## src/rtl/ex_stage.sv

```systemverilog
// Execute stage: operand select, single-cycle RV32I ALU, iterative RV32M mul/div,
// and the EX/MEM pipeline registers.
module ex_stage #(
  parameter int XLEN     = 32,
  parameter int MD_STEPS = 32
) (
  input  logic            clk,
  input  logic            rst,
  input  logic            flush,
  input  logic            valid_ex,
  input  logic [XLEN-1:0] pc_ex,
  input  logic [XLEN-1:0] instr_ex,
  input  logic [XLEN-1:0] rs1_ex,
  input  logic [XLEN-1:0] rs2_ex,
  input  logic [XLEN-1:0] imm_ex,
  input  logic            op_a_sel,
  input  logic            op_b_sel,
  input  logic [4:0]      alu_op,
  output logic            stall_ex,
  output logic            valid_mem,
  output logic [XLEN-1:0] pc_mem,
  output logic [XLEN-1:0] instr_mem,
  output logic [XLEN-1:0] alu_mem,
  output logic [XLEN-1:0] rs2_mem
);

  localparam int CW = $clog2(MD_STEPS);
  localparam int SW = $clog2(XLEN);
  localparam logic [CW-1:0]   LAST    = CW'(MD_STEPS - 1);
  localparam logic [XLEN-1:0] MIN_NEG = {1'b1, {(XLEN-1){1'b0}}};

  typedef enum logic [1:0] {IDLE, BUSY, DONE} state_t;

  state_t          state_q, state_d;
  logic [CW-1:0]   cnt_q, cnt_d;
  logic [XLEN-1:0] hi_q, hi_d, lo_q, lo_d, b_q, b_d, res_q, res_d;
  logic [2:0]      mop_q, mop_d;
  logic            negA_q, negA_d, negB_q, negB_d, special_q, special_d;
  logic            validMem_q, validMem_d;
  logic [XLEN-1:0] pcMem_q, pcMem_d, instrMem_q, instrMem_d;
  logic [XLEN-1:0] aluMem_q, aluMem_d, rs2Mem_q, rs2Mem_d;

  logic [XLEN-1:0] opA, opB, aluRes, absA, absB, specialRes;
  logic [SW-1:0]   shamt;
  logic            startM, aSigned, bSigned, negA, negB, special;

  assign opA    = op_a_sel ? pc_ex : rs1_ex;
  assign opB    = op_b_sel ? imm_ex : rs2_ex;
  assign shamt  = opB[SW-1:0];
  assign startM = (state_q == IDLE) && valid_ex && alu_op[4] && !flush;

  assign stall_ex  = (state_q == BUSY) || startM;
  assign valid_mem = validMem_q;
  assign pc_mem    = pcMem_q;
  assign instr_mem = instrMem_q;
  assign alu_mem   = aluMem_q;
  assign rs2_mem   = rs2Mem_q;

  always_comb begin
    aluRes = '0;
    case (alu_op)
      5'd0:  aluRes = opA + opB;
      5'd1:  aluRes = opA - opB;
      5'd2:  aluRes = opA << shamt;
      5'd3:  aluRes = {{(XLEN-1){1'b0}}, $signed(opA) < $signed(opB)};
      5'd4:  aluRes = {{(XLEN-1){1'b0}}, opA < opB};
      5'd5:  aluRes = opA ^ opB;
      5'd6:  aluRes = opA >> shamt;
      5'd7:  aluRes = $unsigned($signed(opA) >>> shamt);
      5'd8:  aluRes = opA | opB;
      5'd9:  aluRes = opA & opB;
      5'd10: aluRes = opB;
      default: aluRes = '0;
    endcase
  end

  // Codes 24..31 still take the M path but produce 0, so they ride the special-result flag.
  always_comb begin
    aSigned    = (alu_op[2:0] == 3'd1) || (alu_op[2:0] == 3'd2) ||
                 (alu_op[2:0] == 3'd4) || (alu_op[2:0] == 3'd6);
    bSigned    = (alu_op[2:0] == 3'd1) || (alu_op[2:0] == 3'd4) || (alu_op[2:0] == 3'd6);
    negA       = aSigned && opA[XLEN-1];
    negB       = bSigned && opB[XLEN-1];
    absA       = negA ? -opA : opA;
    absB       = negB ? -opB : opB;
    special    = alu_op[3] || (alu_op[2] && ((opB == '0) ||
                 (bSigned && (opA == MIN_NEG) && (opB == '1))));
    specialRes = '0;
    if (alu_op[3])         specialRes = '0;
    else if (opB == '0)    specialRes = alu_op[1] ? opA : '1;
    else                   specialRes = alu_op[1] ? '0 : MIN_NEG;
  end

  logic [XLEN:0]     mulSum, divShift;
  logic [XLEN-1:0]   divDiff, stepHi, stepLo, quo, rem, finalRes;
  logic [2*XLEN-1:0] prod, prodS;
  logic              divGe;

  // hi/lo hold {partial product, multiplier} for mul and {remainder, dividend} for div.
  always_comb begin
    mulSum   = {1'b0, hi_q} + (lo_q[0] ? {1'b0, b_q} : '0);
    divShift = {hi_q, lo_q[XLEN-1]};
    divGe    = divShift >= {1'b0, b_q};
    divDiff  = divShift[XLEN-1:0] - b_q;
    if (mop_q[2]) begin
      stepHi = divGe ? divDiff : divShift[XLEN-1:0];
      stepLo = {lo_q[XLEN-2:0], divGe};
    end else begin
      stepHi = mulSum[XLEN:1];
      stepLo = {mulSum[0], lo_q[XLEN-1:1]};
    end
    prod  = {stepHi, stepLo};
    prodS = (negA_q ^ negB_q) ? -prod : prod;
    quo   = (negA_q ^ negB_q) ? -stepLo : stepLo;
    rem   = negA_q ? -stepHi : stepHi;
    case (mop_q)
      3'd0:             finalRes = prodS[XLEN-1:0];
      3'd1, 3'd2, 3'd3: finalRes = prodS[2*XLEN-1:XLEN];
      3'd4, 3'd5:       finalRes = quo;
      default:          finalRes = rem;
    endcase
  end

  always_comb begin
    state_d    = state_q;
    cnt_d      = cnt_q;
    hi_d       = hi_q;
    lo_d       = lo_q;
    b_d        = b_q;
    res_d      = res_q;
    mop_d      = mop_q;
    negA_d     = negA_q;
    negB_d     = negB_q;
    special_d  = special_q;
    validMem_d = validMem_q;
    pcMem_d    = pcMem_q;
    instrMem_d = instrMem_q;
    aluMem_d   = aluMem_q;
    rs2Mem_d   = rs2Mem_q;
    case (state_q)
      IDLE: begin
        if (startM) begin
          state_d    = BUSY;
          cnt_d      = '0;
          hi_d       = '0;
          lo_d       = absA;
          b_d        = absB;
          mop_d      = alu_op[2:0];
          negA_d     = negA;
          negB_d     = negB;
          special_d  = special;
          res_d      = specialRes;
          validMem_d = 1'b0;
        end else begin
          validMem_d = valid_ex && !flush;
          pcMem_d    = pc_ex;
          instrMem_d = instr_ex;
          aluMem_d   = aluRes;
          rs2Mem_d   = rs2_ex;
        end
      end
      BUSY: begin
        validMem_d = 1'b0;
        hi_d       = stepHi;
        lo_d       = stepLo;
        cnt_d      = cnt_q + CW'(1);
        if (cnt_q == LAST) begin
          state_d = DONE;
          if (!special_q) res_d = finalRes;
        end
      end
      DONE: begin
        state_d    = IDLE;
        validMem_d = 1'b1;
        pcMem_d    = pc_ex;
        instrMem_d = instr_ex;
        aluMem_d   = res_q;
        rs2Mem_d   = rs2_ex;
      end
      default: state_d = IDLE;
    endcase
    if (flush) begin
      state_d    = IDLE;
      cnt_d      = '0;
      validMem_d = 1'b0;
    end
  end

  always_ff @(posedge clk) begin
    if (rst) begin
      state_q    <= IDLE;
      cnt_q      <= '0;
      hi_q       <= '0;
      lo_q       <= '0;
      b_q        <= '0;
      res_q      <= '0;
      mop_q      <= '0;
      negA_q     <= 1'b0;
      negB_q     <= 1'b0;
      special_q  <= 1'b0;
      validMem_q <= 1'b0;
      pcMem_q    <= '0;
      instrMem_q <= '0;
      aluMem_q   <= '0;
      rs2Mem_q   <= '0;
    end else begin
      state_q    <= state_d;
      cnt_q      <= cnt_d;
      hi_q       <= hi_d;
      lo_q       <= lo_d;
      b_q        <= b_d;
      res_q      <= res_d;
      mop_q      <= mop_d;
      negA_q     <= negA_d;
      negB_q     <= negB_d;
      special_q  <= special_d;
      validMem_q <= validMem_d;
      pcMem_q    <= pcMem_d;
      instrMem_q <= instrMem_d;
      aluMem_q   <= aluMem_d;
      rs2Mem_q   <= rs2Mem_d;
    end
  end

endmodule

```

## config.mk

```make
export PLATFORM = sky130hd
export DESIGN_NAME = ex_stage
export DESIGN_NICKNAME = d
export VERILOG_FILES = /design/src/rtl/ex_stage.sv
export SDC_FILE = /design/constraint.sdc
export NUM_CORES = 2
export LEC_CHECK = 0
export BUFFER_PORTS_ARGS = -buffer_cell sky130_fd_sc_hd__buf_2
export CORE_MARGIN = 1
export CORE_UTILIZATION = 52
export DETAILED_ROUTE_END_ITERATION = 10
export PLACE_DENSITY = 0.86
export SKIP_LAST_GASP = 1
export SYNTH_ARGS = -nofsm -noshare
export SYNTH_HDL_FRONTEND = slang
export SYNTH_SLANG_ARGS = --single-unit
```

## constraint.sdc

```tcl
create_clock -name clk -period 5.8 [get_ports clk]
set_input_delay 0 -clock clk [delete_from_list [all_inputs] [get_ports clk]]
set_output_delay 0 -clock clk [all_outputs]
set_load 0.01 [all_outputs]
```

---- Word-level counts from Yosys, hierarchy flattened ----
Index checks and enable logic that the tools add are counted.
storage, ports and cells
  output and inout bits ................... 130
  bits of input ports ..................... 171
  word-level logic and storage cells ...... 136
  register bits ........................... 270
cells by class
  reduce and logical (&&, ||, !) cells .... 33
  shift-type cells ........................ 3
  add/subtract/negate cells ............... 10
  $lt $le $gt $ge ......................... 3
  eq/ne operators ......................... 28
  mux-type cells .......................... 40
  bitwise logic cells ..................... 4
operators with widths
  kind                  number
  $mux 32               23
  $pmux 32 s2           7
  $pmux 32 s11          1
  $neg 32->32           4
  $pmux 32 s3           1
  $eq 32x32->1 const B  2
  $lt 32x32->1          2
  $mux 64               1
  $neg 64->64           1
  $sub 32x32->32        2
  $add 32x32->33        1
  $ge 33x32->1          1
  $add 32x32->32        1
  $and 32x32->32        1
  $logic_not 32->1      1
  $or 32x32->32         1
  $shl 32x5->32         1
  $shr 32x5->32         1
  $sshr 32x5->32        1
  $xor 32x32->32        1
  $eq 5x3->1 const B    4
  $eq 5x4->1 const B    3
  $eq 3x3->1 const B    4
  $eq 5x2->1 const B    2
  other kinds (28)      54

---- Longest topological paths before layout ----
  depth in word-level cells ............... 9
  gate-level depth with buffers ........... 28
  mapped depth without buffers ............ 21

---- Worst setup path after synthesis ----
No wires, ideal clock.
  path kind ............................... input -> register
  start ................................... input op_b_sel
  end ..................................... register aluMem_q[26], in the netlist alu_mem[26]
  cell stages on the path ................. 28
  path slack .............................. -0.174 ns
  library setup time ...................... 0.132 ns
  path buffers ............................ 9
  arrival ................................. 5.842 ns
  data required time ...................... 5.668 ns
  cell sequence ........................... clkbuf_1 -> buf_2 -> buf_2 -> buf_2 -> mux2i_1 -> inv_1 -> clkbuf_1 -> clkbuf_1 -> clkbuf_1 -> buf_2 -> buf_2 -> ha_1 -> inv_1 -> fa_1 -> nor2b_1 -> o211ai_1 -> a21oi_1 -> o211ai_1 -> o2111ai_1 -> o311ai_0 -> a21oi_1 -> o41ai_1 -> o21bai_1 -> a21oi_1 -> o21ai_0 -> a2111oi_0 -> or3_1 -> a21oi_1
on the way
  cells in the longest elaborated chain, start to end .. 5
  elaborated cells between the ends (all ways) .. 12
  those cells by class .................... add/sub (2); shift (3); mux (4); bitwise (3)
ends and longest elaborated chain
  element                                 RTL line  source
  from (decl)                             17        input logic op_b_sel,
  $mux 32 (*)                             48        assign opB = op_b_sel ? imm_ex : rs2_ex;
  $sub 32x32->32 (tied with other cells)  63        5'd1: aluRes = opA - opB;
  $pmux 32 s11 (*)                        61        case (alu_op)
  $mux 32 (*)                             142       if (startM) begin
  $pmux 32 s2 (*)                         140       case (state_q)
  to (signal assigned)                    220       aluMem_q <= aluMem_d;
  to (decl)                               41        logic [XLEN-1:0] aluMem_q, aluMem_d, rs2Mem_q, rs2Mem_d;
Mark *: on every way between the ends. The rest lies on a longest branch, timed or not. The select of a mux whose other input is x is not followed.
A chain may end at the register's enable or synchronous reset.

---- Final worst setup path ----
  start ................................... register b_q[4]
  end ..................................... register res_q[0]
on the way
  cells in the longest elaborated chain, start to end .. 9
  elaborated cells between the ends (all ways) .. 14
  those cells by class .................... add/sub (3); order compare (1); mux (10)
ends and longest elaborated chain
  element                                            RTL line  source
  from (decl)                                        36        logic [XLEN-1:0] hi_q, hi_d, lo_q, lo_d, b_q, b_d, res_q, res_d;
  from (signal assigned)                             195       b_q <= '0;
  from (signal assigned)                             211       b_q <= b_d;
  $ge 33x32->1 (*)                                   103       divGe = divShift >= {1'b0, b_q};
  $mux 32                                            106       stepHi = divGe ? divDiff : divShift[XLEN-1:0];
  $mux 32                                            105       if (mop_q[2]) begin
  $neg 64->64 / $neg 32->32 (equally long branches)  113, 115
  $mux 64 / $mux 32 (equally long branches)          113, 115
  $pmux 32 s3 (*)                                    116       case (mop_q)
  $mux 32 (*)                                        169       if (!special_q) res_d = finalRes;
  $mux 32 (*)                                        167       if (cnt_q == LAST) begin
  $pmux 32 s2 (*)                                    140
  to (signal assigned)                               212       res_q <= res_d;
  to (decl)                                          36
Marked as above.

==> results.cfg <==
[run_status]
status = complete, but fails checks
violations = design-rule violations

[finish]
final_cell_mix = nand2_1 (605), a21oi_1 (518), nor2_1 (424)
mostFrequentLayoutCell = nand2_1
final_layout_size_suffix_gt1_frac = 0.138
num-fill-cells = 4898
area_delta_synth_final_pct = 17.5
final_nets = 4860

[timing]
fmax_mhz = 179
rsz0062_at_grt = false
tns_ns = 0
max-slew-margin-rel = 0.178
fin_crit_sh = 0.962
slew_viol_final = 0
hold_violations = 0
setup_viol = 0
worst_slack_ns = 0.218
period_minus_slack_ns = 5.58
tightest_slew_ns = 1.22
fin_skew_ns = 0.0467

[critical_path]
timing.rr.end = res_q[0]$_SDFFE_PP0P_
path_class = reg2reg
rr_worst_depth = 20
cp_slowest_cell = o221ai_1
crit_chain = inv_1 > ha_1 > and3_1 > and3b_4 > a31oi_4 > nand2_4 > o31ai_4 > nor3_1 > a21oi_1 > ha_1 > nand3_1 > nor3_1 > inv_1 > nor3_1 > buf_4 > nor2_1 > xnor2_1 > o221ai_1 > a21oi_1 > a21oi_1
start_kind = flip-flop
critPathLaunch = b_q[4]$_SDFFE_PP0P_
crit_buf_inv = 3
crit_family = compound AO/OA/AOI/OAI gates
r2r-start = b_q[4]$_SDFFE_PP0P_
cp-endpoint = res_q[0]$_SDFFE_PP0P_
path_depth = 20
cp_max_fo = 10
r2r_setup_slack_ns = 0.22
max_stage_delay_ns = 0.91
worst_ep_arrival_time_ns = 6.10
cp_data_required_time_ns = 6.32
critPathCaptureType = flip-flop

[clock_tree]
postCtsSetupBuffers = 0
clock_sinks = 270
cts-root-buf = clkbuf_16
cts_buffers = 34
htreeDepth = 2
clkSlewWorstSetupHoldPaths_ns = 0.06
clock_path_buffers = 3
clk-insertion-delay-late_ns = 0.61
cts_tree = yes

[synthesis]
ys_ff_latch = 270
async_flop_share = 0
syn-num-nets = 4533
avgSynthCellArea_um2 = 6.77
synth_area_um2 = 28300
synth-edff-count = 0
ys_warn_count = 0
synth_cell_types = 96
synth-main-ff-cell = dfxtp_1
ys_seq_area_frac = 0.191
synthCells = 4186

[flow_run]
maxCapViolCount = 0

[global_route]
grt_max_degree = 119
grt_antenna_before_repair = 10
grtUsageTotal = 0.535
grt_pass1_wl_um = 224000
overflow = 0
grt_pass1_vias = 34500

[route]
via_per_inst = 7.02
drt_iter0_drc = 5730
avgRoutedWirePerCell_um = 29.4
drt-pass1-iter-count = 11
ant_nets = 0
drc = 2
wl_um = 154000
num_vias = 36800

[power]
switching_share = 0.426
pwr-share-clk = 0.306
power.switching_mw = 3.08
powerDensity_nw_per_um2 = 218
combPwrFrac = 0.415
intPower_mw = 4.16
ir_drop_uv = 256
p_leak_nw = 14.4
seq_power_share = 0.279
power_mw = 7.25

[placement]
io_buffers = 300
post-place-ws_ns = 0.337
dp_hpwl_um = 113000
place_congestion = 1.14

[hold_path]
hp-class = in2reg

[floorplanning]
initial_core_util = 0.527
die_area_um2 = 55400
die_w_um = 235
coreArea_um2 = 53800
io_pins = 301
fp-row-count = 85
die_h_um = 235
[stage by stage]
step	std cells	hold WS, ns	area [um^2]	util
after global placement	5074	0.240	31200	0.579
final	5236	0.00456	33300	0.619
after detailed placement	5074	0.246	31200	0.579
after floorplan	4186	0.136	28300	-
after CTS	5231	0.000250	33300	0.618
after global routing	5233	0.0347	33300	0.618
[layout make-up]
class                      instances  area, um^2  share of cell area
tap                              696         871              0.0262
timing repair buffer             592        3970               0.119
inverter                         169         634              0.0191
clock inverter                    12         114             0.00342
clock buffer                      47         991              0.0298
antenna                            4        10.0            0.000301
multi-input combinational       3446       21300               0.640
sequential                       270        5410               0.162
[worst min-delay path by stage]
stage	start	to	slack (ns)	depth (start not counted)
floorplan	instr_ex[0]	instr_mem[0]$_SDFFE_PP0P_	0.14	2
global placement	instr_ex[22]	instr_mem[22]$_SDFFE_PP0P_	0.24	3
detailed placement	instr_ex[26]	instr_mem[26]$_SDFFE_PP0P_	0.25	3
CTS	rst	alu_mem[11]$_SDFFE_PP0P_	0.0003	2
global route	rst	pc_mem[13]$_SDFFE_PP0P_	0.03	2
finish	rst	alu_mem[11]$_SDFFE_PP0P_	0.005	2
[registers in the layout (all words and copies together) (netlist names)]
signal	flops
mop_q	3
alu_mem	32
negA_q	1
special_q	1
cnt_q	5
state_q	2
rs2_mem	32
instr_mem	32
lo_q	32
pc_mem	32
valid_mem	1
negB_q	1
res_q	32
hi_q	32
b_q	32
[per-layer routing]
layer  vias to the layer above  share of wire  GRT usage  wire, um
li1                      15800              -          -         -
met1                     16900           0.33      0.594     51300
met2                      2979           0.40      0.779     62200
met3                       995           0.14      0.212     21800
met4                         8           0.12      0.505     18400
met5                         -        0.00036          0        56
[power by group through the flow]
stage	logic [mW]	clock network, mW	registers (mW)
after floorplan	1.66	0	2.06
after global placement	2.74	0	2.05
after detailed placement	2.74	0	2.05
after CTS	2.81	2.19	2.02
after global routing	3.11	2.27	2.03
final	3.01	2.22	2.02
[logic make-up (layout without fill, tap and decap cells)]
group | count (synthesis) | after routing | share of synthesized area
fa+ha+maj | 176 | 176 | 0.0788
other cells | 0 | 4 | 0
compound gates | 1439 | 1439 | 0.323
flops | 270 | 270 | 0.191
mux | 144 | 144 | 0.0515
buf+inv | 470 | 820 | 0.0635
xor+xnor | 173 | 173 | 0.0535
simple gates | 1514 | 1514 | 0.239
[cells in the mapped netlist (all sizes together) (51+ instances only)]
library cell    n  area (um^2)
a22oi          59          443
and3           51          324
nor2          426         1600
a211oi         79          593
o21ai         270         1360
inv           166          623
nand3          77          390
xnor2         124         1090
a21oi         519         2600
ha            172         2150
a21o           52          390
dfxtp         270         5410
mux2i         132         1330
and2           56          350
clkbuf        253          950
nand2         607         2290
a31oi          72          480
nor3          124          632
[timing repair]
item                       in CTS  in global routing
hold endpoints to repair      105                  0
hold buffers                   98                  0
gates resized for setup         0                  2
setup endpoints to repair       0                  2
No activity file was read; power rests on OpenSTA's default activity.
